$ cat src/rtl/fp_div_round_pkg.sv
// Shared fp64 back-end definitions: FSM states, binary64 constants,
// rounding-mode encodings and exception flag bit positions.
package fp_div_round_pkg;

  typedef enum logic [1:0] {
    S_IDLE  = 2'd0,
    S_NORM  = 2'd1,
    S_ROUND = 2'd2,
    S_DONE  = 2'd3
  } state_t;

  localparam logic [63:0] FP64_QNAN    = 64'h7FF8_0000_0000_0000;
  localparam int          FP64_EXP_MAX = 2047;
  localparam int          FP64_BIAS    = 1023;

  localparam logic [1:0] RM_RNE = 2'd0;
  localparam logic [1:0] RM_RTZ = 2'd1;
  localparam logic [1:0] RM_RUP = 2'd2;
  localparam logic [1:0] RM_RDN = 2'd3;

  // flags_out = {overflow, underflow, inexact, div_by_zero}
  localparam int FLAG_OVF = 3;
  localparam int FLAG_UNF = 2;
  localparam int FLAG_INX = 1;
  localparam int FLAG_DBZ = 0;

endpackage

$ cat src/rtl/fp_round_inc.sv
// Round-increment decision from guard/round/sticky, result lsb and sign.
// Shared by the fp64 add/mul/div back-ends.
module fp_round_inc
  import fp_div_round_pkg::*;
(
  input  logic       g,
  input  logic       r,
  input  logic       s,
  input  logic       lsb,
  input  logic       sign,
  input  logic [1:0] rm,
  output logic       inc
);

  always_comb begin
    inc = 1'b0;
    case (rm)
      RM_RNE:  inc = g & (r | s | lsb);
      RM_RTZ:  inc = 1'b0;
      RM_RUP:  inc = (g | r | s) & ~sign;
      RM_RDN:  inc = (g | r | s) & sign;
      default: inc = 1'b0;
    endcase
  end

endmodule

$ cat src/rtl/fp_div_round.sv
// FP64 divide back-end: normalise, round, pack the divider quotient.
// Define FP_DIV_RMODES_EN to honour rm_in; otherwise round-to-nearest-even only.
module fp_div_round
  import fp_div_round_pkg::*;
#(
  parameter int EXP_W = 13,
  parameter int Q_W   = 56,
  parameter int R_W   = 53
) (
  input  logic             clk,
  input  logic             reset,
  input  logic             start,
  input  logic [Q_W-1:0]   quotient_in,
  input  logic [R_W-1:0]   remainder_in,
  input  logic             sign_in,
  input  logic [EXP_W-1:0] exp_in,
  input  logic             nan_in,
  input  logic             inf_in,
  input  logic             zero_in,
  input  logic             dbz_in,
  input  logic [1:0]       rm_in,
  output logic [63:0]      result_out,
  output logic [3:0]       flags_out,
  output logic             ready,
  output logic             busy
);

  localparam logic signed [EXP_W-1:0] E_MAX  = EXP_W'(FP64_EXP_MAX);
  localparam logic signed [EXP_W-1:0] E_ZERO = '0;

  state_t                  st;
  logic [Q_W-1:0]          q_r;
  logic                    rnz_r, sign_r, nan_r, inf_r, zero_r, dbz_r;
  logic signed [EXP_W-1:0] exp_r;

  logic [51:0]             frac_n;
  logic                    g_n, r_n, s_n;
  logic signed [EXP_W-1:0] e_n;

  logic [1:0]              rm_eff;
  logic                    inc, ovf_to_max, inexact;
  logic [52:0]             fsum;
  logic signed [EXP_W-1:0] e_rnd;
  logic [63:0]             res_c;
  logic [3:0]              flg_c;

`ifdef FP_DIV_RMODES_EN
  logic [1:0] rm_r;
  assign rm_eff     = rm_r;
  // Directed rounding toward zero for this sign saturates instead of overflowing to inf.
  assign ovf_to_max = (rm_r == RM_RTZ) | ((rm_r == RM_RUP) & sign_r) |
                      ((rm_r == RM_RDN) & ~sign_r);
`else
  logic unused_rm;
  assign unused_rm  = ^rm_in;
  assign rm_eff     = RM_RNE;
  assign ovf_to_max = 1'b0;
`endif

  fp_round_inc u_inc (
    .g    (g_n),
    .r    (r_n),
    .s    (s_n),
    .lsb  (frac_n[0]),
    .sign (sign_r),
    .rm   (rm_eff),
    .inc  (inc)
  );

  always_comb begin
    // Carry out of the fraction add leaves frac=0, exactly the renormalised mantissa.
    fsum    = {1'b0, frac_n} + {52'b0, inc};
    e_rnd   = e_n + EXP_W'(fsum[52]);
    inexact = g_n | r_n | s_n;
    res_c   = {sign_r, e_rnd[10:0], fsum[51:0]};
    flg_c   = '0;
    flg_c[FLAG_DBZ] = dbz_r;
    if (nan_r) begin
      res_c = FP64_QNAN;
    end else if (inf_r) begin
      res_c = {sign_r, 11'h7FF, 52'b0};
    end else if (zero_r) begin
      res_c = {sign_r, 63'b0};
    end else if (e_rnd >= E_MAX) begin
      res_c = ovf_to_max ? {sign_r, 11'h7FE, {52{1'b1}}} : {sign_r, 11'h7FF, 52'b0};
      flg_c[FLAG_OVF] = 1'b1;
      flg_c[FLAG_INX] = 1'b1;
    end else if (e_rnd <= E_ZERO) begin
      res_c = {sign_r, 63'b0};
      flg_c[FLAG_UNF] = 1'b1;
      flg_c[FLAG_INX] = 1'b1;
    end else begin
      flg_c[FLAG_INX] = inexact;
    end
  end

  always_ff @(posedge clk) begin
    if (reset) begin
      st         <= S_IDLE;
      q_r        <= '0;
      rnz_r      <= 1'b0;
      sign_r     <= 1'b0;
      exp_r      <= '0;
      nan_r      <= 1'b0;
      inf_r      <= 1'b0;
      zero_r     <= 1'b0;
      dbz_r      <= 1'b0;
`ifdef FP_DIV_RMODES_EN
      rm_r       <= RM_RNE;
`endif
      frac_n     <= '0;
      g_n        <= 1'b0;
      r_n        <= 1'b0;
      s_n        <= 1'b0;
      e_n        <= '0;
      result_out <= '0;
      flags_out  <= '0;
      ready      <= 1'b0;
      busy       <= 1'b0;
    end else begin
      ready <= 1'b0;
      case (st)
        S_IDLE: if (start) begin
          q_r    <= quotient_in;
          rnz_r  <= |remainder_in;
          sign_r <= sign_in;
          exp_r  <= exp_in;
          nan_r  <= nan_in;
          inf_r  <= inf_in;
          zero_r <= zero_in;
          dbz_r  <= dbz_in;
`ifdef FP_DIV_RMODES_EN
          rm_r   <= rm_in;
`endif
          busy   <= 1'b1;
          st     <= S_NORM;
        end
        S_NORM: begin
          if (q_r[55]) begin
            frac_n <= q_r[54:3];
            g_n    <= q_r[2];
            r_n    <= q_r[1];
            s_n    <= q_r[0] | rnz_r;
            e_n    <= exp_r;
          end else begin
            frac_n <= q_r[53:2];
            g_n    <= q_r[1];
            r_n    <= q_r[0];
            s_n    <= rnz_r;
            e_n    <= exp_r - EXP_W'(1);
          end
          st <= S_ROUND;
        end
        S_ROUND: begin
          result_out <= res_c;
          flags_out  <= flg_c;
          ready      <= 1'b1;
          st         <= S_DONE;
        end
        S_DONE: begin
          busy <= 1'b0;
          st   <= S_IDLE;
        end
        default: st <= S_IDLE;
      endcase
    end
  end

endmodule
$ cat config.mk
export PLATFORM = sky130hd
export DESIGN_NAME = fp_div_round
export DESIGN_NICKNAME = d
export VERILOG_FILES = /design/src/rtl/fp_div_round_pkg.sv /design/src/rtl/fp_round_inc.sv /design/src/rtl/fp_div_round.sv
export SDC_FILE = /design/constraint.sdc
export NUM_CORES = 1
export LEC_CHECK = 0
export BUFFER_PORTS_ARGS = -buffer_cell sky130_fd_sc_hd__buf_2
export CAP_MARGIN = 15
export CORE_ASPECT_RATIO = 0.7
export CORE_UTILIZATION = 40
export DETAILED_ROUTE_END_ITERATION = 7
export PLACE_DENSITY = 0.7
export REMOVE_ABC_BUFFERS = 1
export SETUP_SLACK_MARGIN = 0.3
export SYNTH_ARGS = -nofsm -noshare
export SYNTH_HDL_FRONTEND = slang
export SYNTH_SLANG_ARGS = --single-unit
$ cat constraint.sdc
create_clock -name clk -period 4.8 [get_ports clk]
set_clock_uncertainty 0.05 [all_clocks]
set_input_delay 1.2 -clock clk [delete_from_list [all_inputs] [get_ports clk]]
set_output_delay 1.2 -clock clk [all_outputs]
set_load 0.05 [all_outputs]
# == Yosys cells after proc, flatten, opt, wreduce, memory -nomap -nowiden ==
# Index checks and enable logic that the tools add are counted.
# classes
eq_ne,4
n_addsub,3
muxes,23
magnitude_cmp,2
n_reduce_logical,5
n_bitwise,6
# ops
cell,count
63-bit two-way mux,4
64-bit two-way mux,1
52-bit by 1-bit adder with 53-bit output,1
53-bit OR reduction,1
52-bit two-way mux,1
13-bit by 1-bit adder with 13-bit output,1
"13-bit by 12-bit >= comparator with 1-bit output, second input constant",1
"13-bit by 1-bit <= comparator with 1-bit output, second input constant",1
13-bit two-way mux,1
"13-bit by 2-bit subtractor with 13-bit output, second input constant",1
1-bit two-way mux,10
3-bit two-way mux,3
2-bit one-hot mux with 4 select lines,1
1-bit OR,5
"2-bit equality test, second input constant",2
2-bit AND reduction,2
"2-bit by 1-bit equality test with 1-bit output, second input constant",1
2-bit logical NOT,1
2-bit two-way mux,1
"2-bit != test, second input constant",1
1-bit one-hot mux with 2 select lines,1
2-bit nonzero test,1
1-bit AND,1
# totals
input_bits,132
elab_cells,61
reg_bits,215
out_inout_bits,70

# == Depth between registers and ports, before layout ==
# depth
depth_word,11
depth_mapped,17
mapped_depth_nobuf,14

# == By module ==
# A second synthesis with hierarchy kept.
# unflattened
cells_unflattened,1186
hier_area_um2,10107.2
# modules_own_cells
mod,cells_each,n_inst,area_per_inst_um2,seq_area_each_um2
fp_div_round,1180,1,10058.4,4304.1
fp_round_inc,6,1,48.8,0.0

# == Worst setup path after synthesis ==
# No wires, ideal clock.
# synth_path
path_kind,register to register
from,register frac_n[0]
to,register result_out[41]
setup_time_ns,0.069
arrival_ns,3.747
period_less_slack_ns,3.865
n_path_buf,3
required_ns,4.681
stages_incl_launch_ff,18
path_slack_ns,0.935
path_cell_list,dfxtp_1 -> and2_1 -> ha_1 -> and4_1 -> and3_1 -> clkbuf_1 -> nand2_1 -> nor4_1 -> ha_1 -> ha_1 -> buf_2 -> nand3_1 -> nor4_1 -> xor2_1 -> nor4_1 -> or4b_4 -> buf_6 -> o21ai_1
# synth_via
elab_chain_cells,10
word_cells_on_any_way,11
cone_classes,2 x add/sub; 2 x order compare; 5 x mux; 2 x bitwise
# synth_rtl
item,line,rtl
start: declaration,fp_div_round.sv:36,logic [51:0] frac_n;
start signal: assignment,fp_div_round.sv:140,frac_n <= q_r[54:3];
start signal: assignment,fp_div_round.sv:146,frac_n <= q_r[53:2];
1-bit OR,fp_round_inc.sv:18,RM_RNE: inc = g & (r | s | lsb);
1-bit AND,fp_round_inc.sv:18,
52-bit by 1-bit adder with 53-bit output *,fp_div_round.sv:72,"fsum = {1'b0, frac_n} + {52'b0, inc};"
13-bit by 1-bit adder with 13-bit output,fp_div_round.sv:73,e_rnd = e_n + EXP_W'(fsum[52]);
13-bit by 1-bit <= comparator with 1-bit output,fp_div_round.sv:88,end else if (e_rnd <= E_ZERO) begin
63-bit two-way mux,fp_div_round.sv:88,
63-bit two-way mux *,fp_div_round.sv:84,end else if (e_rnd >= E_MAX) begin
63-bit two-way mux *,fp_div_round.sv:82,end else if (zero_r) begin
63-bit two-way mux *,fp_div_round.sv:80,end else if (inf_r) begin
64-bit two-way mux *,fp_div_round.sv:78,if (nan_r) begin
end signal: assignment,fp_div_round.sv:155,result_out <= res_c;
end: declaration,fp_div_round.sv:22,"output logic [63:0] result_out,"
# Mark *: on every way between the ends. The rest lies on a longest branch, timed or not.
# A chain may end at the register's enable or synchronous reset.

# == Final worst setup path ==
# layout_path
from,register g_n
to,register result_out[21]
# layout_via
elab_chain_cells,9
word_cells_on_any_way,10
cone_classes,2 x add/sub; 2 x order compare; 5 x mux; 1 x bitwise
# layout_rtl
item,line,rtl
start: declaration,fp_div_round.sv:37,"logic g_n, r_n, s_n;"
start signal: assignment,fp_div_round.sv:141,g_n <= q_r[2];
start signal: assignment,fp_div_round.sv:147,g_n <= q_r[1];
1-bit AND *,fp_round_inc.sv:18,
52-bit by 1-bit adder with 53-bit output *,fp_div_round.sv:72,
13-bit by 1-bit adder with 13-bit output,fp_div_round.sv:73,
13-bit by 1-bit <= comparator with 1-bit output,fp_div_round.sv:88,
63-bit two-way mux,fp_div_round.sv:88,
63-bit two-way mux *,fp_div_round.sv:84,
63-bit two-way mux *,fp_div_round.sv:82,
63-bit two-way mux *,fp_div_round.sv:80,
64-bit two-way mux *,fp_div_round.sv:78,
# Marked as above.

==> results.cfg <==
[route]
drtPass1Iterations = 5
drc = 0
drtAntennaViolNets = 0
viasPerCell = 5.13
first_iter_violations = 517
num_vias = 8393
wl_mm = 24.7
wire_per_inst_um = 15.1

[worst_setup_path]
critical_path_required_ns = 5.18
arrival_ns = 4.54
rr_startpoint = g_n
r2r-end = result_out[21]
crit_start = g_n
path_class = register to register
worstSetupStartpointType = register
critPathMaxFanout = 50
r2r_cells = 15
crit_path_end_kind = register
rrSetupSlack_ns = 0.64

[logic_synthesis]
synth_edf_count = 0
avgSynthCellArea_um2 = 8.29
syn_inst = 1154
ys_ff_latch = 215
yosysTopAreaCellShare_pct = 45.0
synth_ff_type = dfxtp_1
syn-cell-area_mm2 = 0.00957
yosysWarnings = 0
yosys.area.top_type = dfxtp_1
postSynth.asyncResetShare_pct = 0
synthDistinctLibCells = 52
synth-seq-area-share_pct = 45.0
ys_top_cells_by_area = dfxtp_1 (45%), nand2_1 (9.4%), mux2i_1 (6.2%)

[pwr]
p_leak_nw = 4.43
internal-power_mw = 3.99
ir_drop_uv = 293
sw_frac_of_total_pct = 39.1
clock_power_share_pct = 24.8
finalPower_mw = 6.55
p_seq_share_pct = 41.4
power_density_mw_per_mm2 = 571
p_comb_share_pct = 33.8
power.switching_mw = 2.56

[clock_tree]
clk_latency_ns = 0.50
cts-buffers-inserted = 22
cts.sinks = 215
post-cts-setup-buffers = 0
cts_buffer_depth = 3
cts_hold_buffers = 0
clkTransAtPathRegs_ns = 0.06
htree_levels = 1
cts_tree = yes
cts_root_buf = clkbuf_16
ctsResizeCount = 0

[floorplan]
die_h_um = 131
fp-row-count = 46
initial_core_util_pct = 41.5
ioPinCount = 202
core_mm2 = 0.0231
die_x_um = 187
die_area_mm2 = 0.0245

[hold_path]
hold_class = register to register
min_from = result_out[12]
holdPathEnd = result_out[12]
holdPathStages = 2

[timing]
fin_tns_setup_ns = 0
fin_crit_sh_pct = 86.7
tightest_slew_ns = 0.981
finalCriticalPeriod_ns = 4.16
hold_viol = 0
worst_slack_ns = 0.638
rsz0062_at_grt = no
timing.fmax_ghz = 0.240
slew_headroom_pct = 34.6
setup_viol = 0
maxSlewViolCount = 0

[flow_run]
cap_viol_max_count = 0

[run_status]
status = completed

[layout]
nNetsFinal = 1448
diodes = 0
fin_util_pct = 49.7
drive_gt1_share_pct = 19.8
stdcell_count = 1636
area_delta_synth_final_pct = 19.9

[global_routing]
gr-total-overflow = 0
grt_pass1_vias = 7645
grt_pass1_wl_mm = 39.3
track_usage_pct = 19.5
antenna_found_initial = 0
grt_start_max_net_pins = 89

[place]
place_inst = 1596
place_ws_ns = 0.387
dpl.hpwl_mm = 17.5
gp_congestion = 0.902
portBuffers = 199
[flip-flops by register name, indices dropped and copies added (netlist names)]
name        count
rnz_r           1
flags_out       4
nan_r           1
inf_r           1
zero_r          1
q_r            56
dbz_r           1
ready           1
busy            1
e_n            13
g_n             1
st              2
r_n             1
frac_n         52
result_out     64
sign_r          1
s_n             1
exp_r          13
[how the worst max path moves through the flow]
| stage | to | slack [ns] |
|---|---|---|
| 6_report | result_out[21] | 0.64 |
| 3_5_place_dp | result_out[44] | 0.39 |
| 3_3_place_gp | result_out[25] | 0.53 |
| 4_1_cts | result_out[44] | 0.36 |
| 2_1_floorplan | result_out[0] | 0.95 |
| 5_1_grt | result_out[55] | 0.34 |
[metal layers]
metal	global-route usage, %	share of wire, %	vias to the layer above
li1	-	-	4305
met3	3.87	6.0	39
met5	0	0	-
met2	31.3	43	248
met4	4.23	2.1	0
met1	27.1	48	3801
[power groups by stage]
stage | clock network, mW | logic, mW | registers, mW
final | 1.63 | 2.21 | 2.71
after global routing | 1.73 | 2.48 | 2.78
after CTS | 1.67 | 2.24 | 2.70
after detailed placement | 0 | 2.24 | 2.74
after global placement | 0 | 2.20 | 2.73
after floorplan | 0 | 1.43 | 2.89
[metrics by stage]
stage	instance area [µm²]	hold slack [ns]
4_1_cts	11400	0.395
5_1_grt	11500	0.412
3_5_place_dp	10800	0.387
3_3_place_gp	10800	0.383
6_report	11500	0.392
2_1_floorplan	9210	0.380
[cell type report]
type	instances	area [µm²]
clock inverters	6	30.0
inverters	11	41.3
well taps	312	390
multi-input cells	845	4920
fillers	2263	11600
repair buffers	213	1130
clock buffers	34	657
flip-flops and latches	215	4310
[critical path, cell delays in order, from the launching register on]
cell and delay (ns):
dfxtp_1 0.40, and2_1 0.15, ha_1 0.19, and4_1 0.26, and3_1 0.26, nand2_1 0.09
nor4_2 0.32, ha_1 0.26, ha_2 0.28, nand3_1 0.23, nor4_4 0.30, xor2_1 0.14
nor4_2 0.21, or4b_4 0.52, buf_12 0.19, o21ai_1 0.17
[cells in the mapped netlist (all sizes together) (13+ instances only)]
library cell  number
a211oi            73
xor2              51
and3              13
clkbuf            57
o21ai             54
nor3              17
nor2             106
dfxtp            215
mux2i             59
a21oi             81
nand2            239
nor4              22
nand3             20
and4              14
and2              13
buf               26
nand4             19
xnor2             23
[logic make-up (layout without fill, tap and decap cells)]
| group | Yosys count | count (layout) | synth area share (%) |
|---|---|---|---|
| compound gates | 226 | 226 | 14.4 |
| xor+xnor | 74 | 74 | 6.77 |
| fa+ha+maj | 8 | 8 | 1.05 |
| buf+inv | 94 | 264 | 4.19 |
| flops | 215 | 215 | 45.0 |
| mux | 60 | 60 | 6.29 |
| simple gates | 477 | 477 | 22.3 |
[layout by cell type, fill, tap and decap left out, types with 2 or more instances in the layout]
master / instances
a31oi_1: 2
a211oi_1: 73
mux2i_1: 59
clkbuf_16: 23
ha_1: 6
or3_1: 2
o22ai_1: 2
nand3b_1: 3
a21oi_1: 81
nor2_1: 105
nand4_1: 18
dfxtp_1: 214
buf_4: 13
xor2_1: 51
clkbuf_1: 7
clkinv_2: 6
and2_1: 11
and3_1: 13
o21ai_1: 50
clkbuf_8: 4
xnor2_1: 23
nand2b_1: 2
buf_12: 2
nor4_2: 2
inv_1: 10
o21ai_0: 4
nand2_1: 238
and4_1: 14
nor4_1: 19
nand3_1: 20
buf_2: 198
nor3_1: 17
nor4b_1: 2
a311oi_1: 2
No activity file was read; power rests on OpenSTA's default activity.
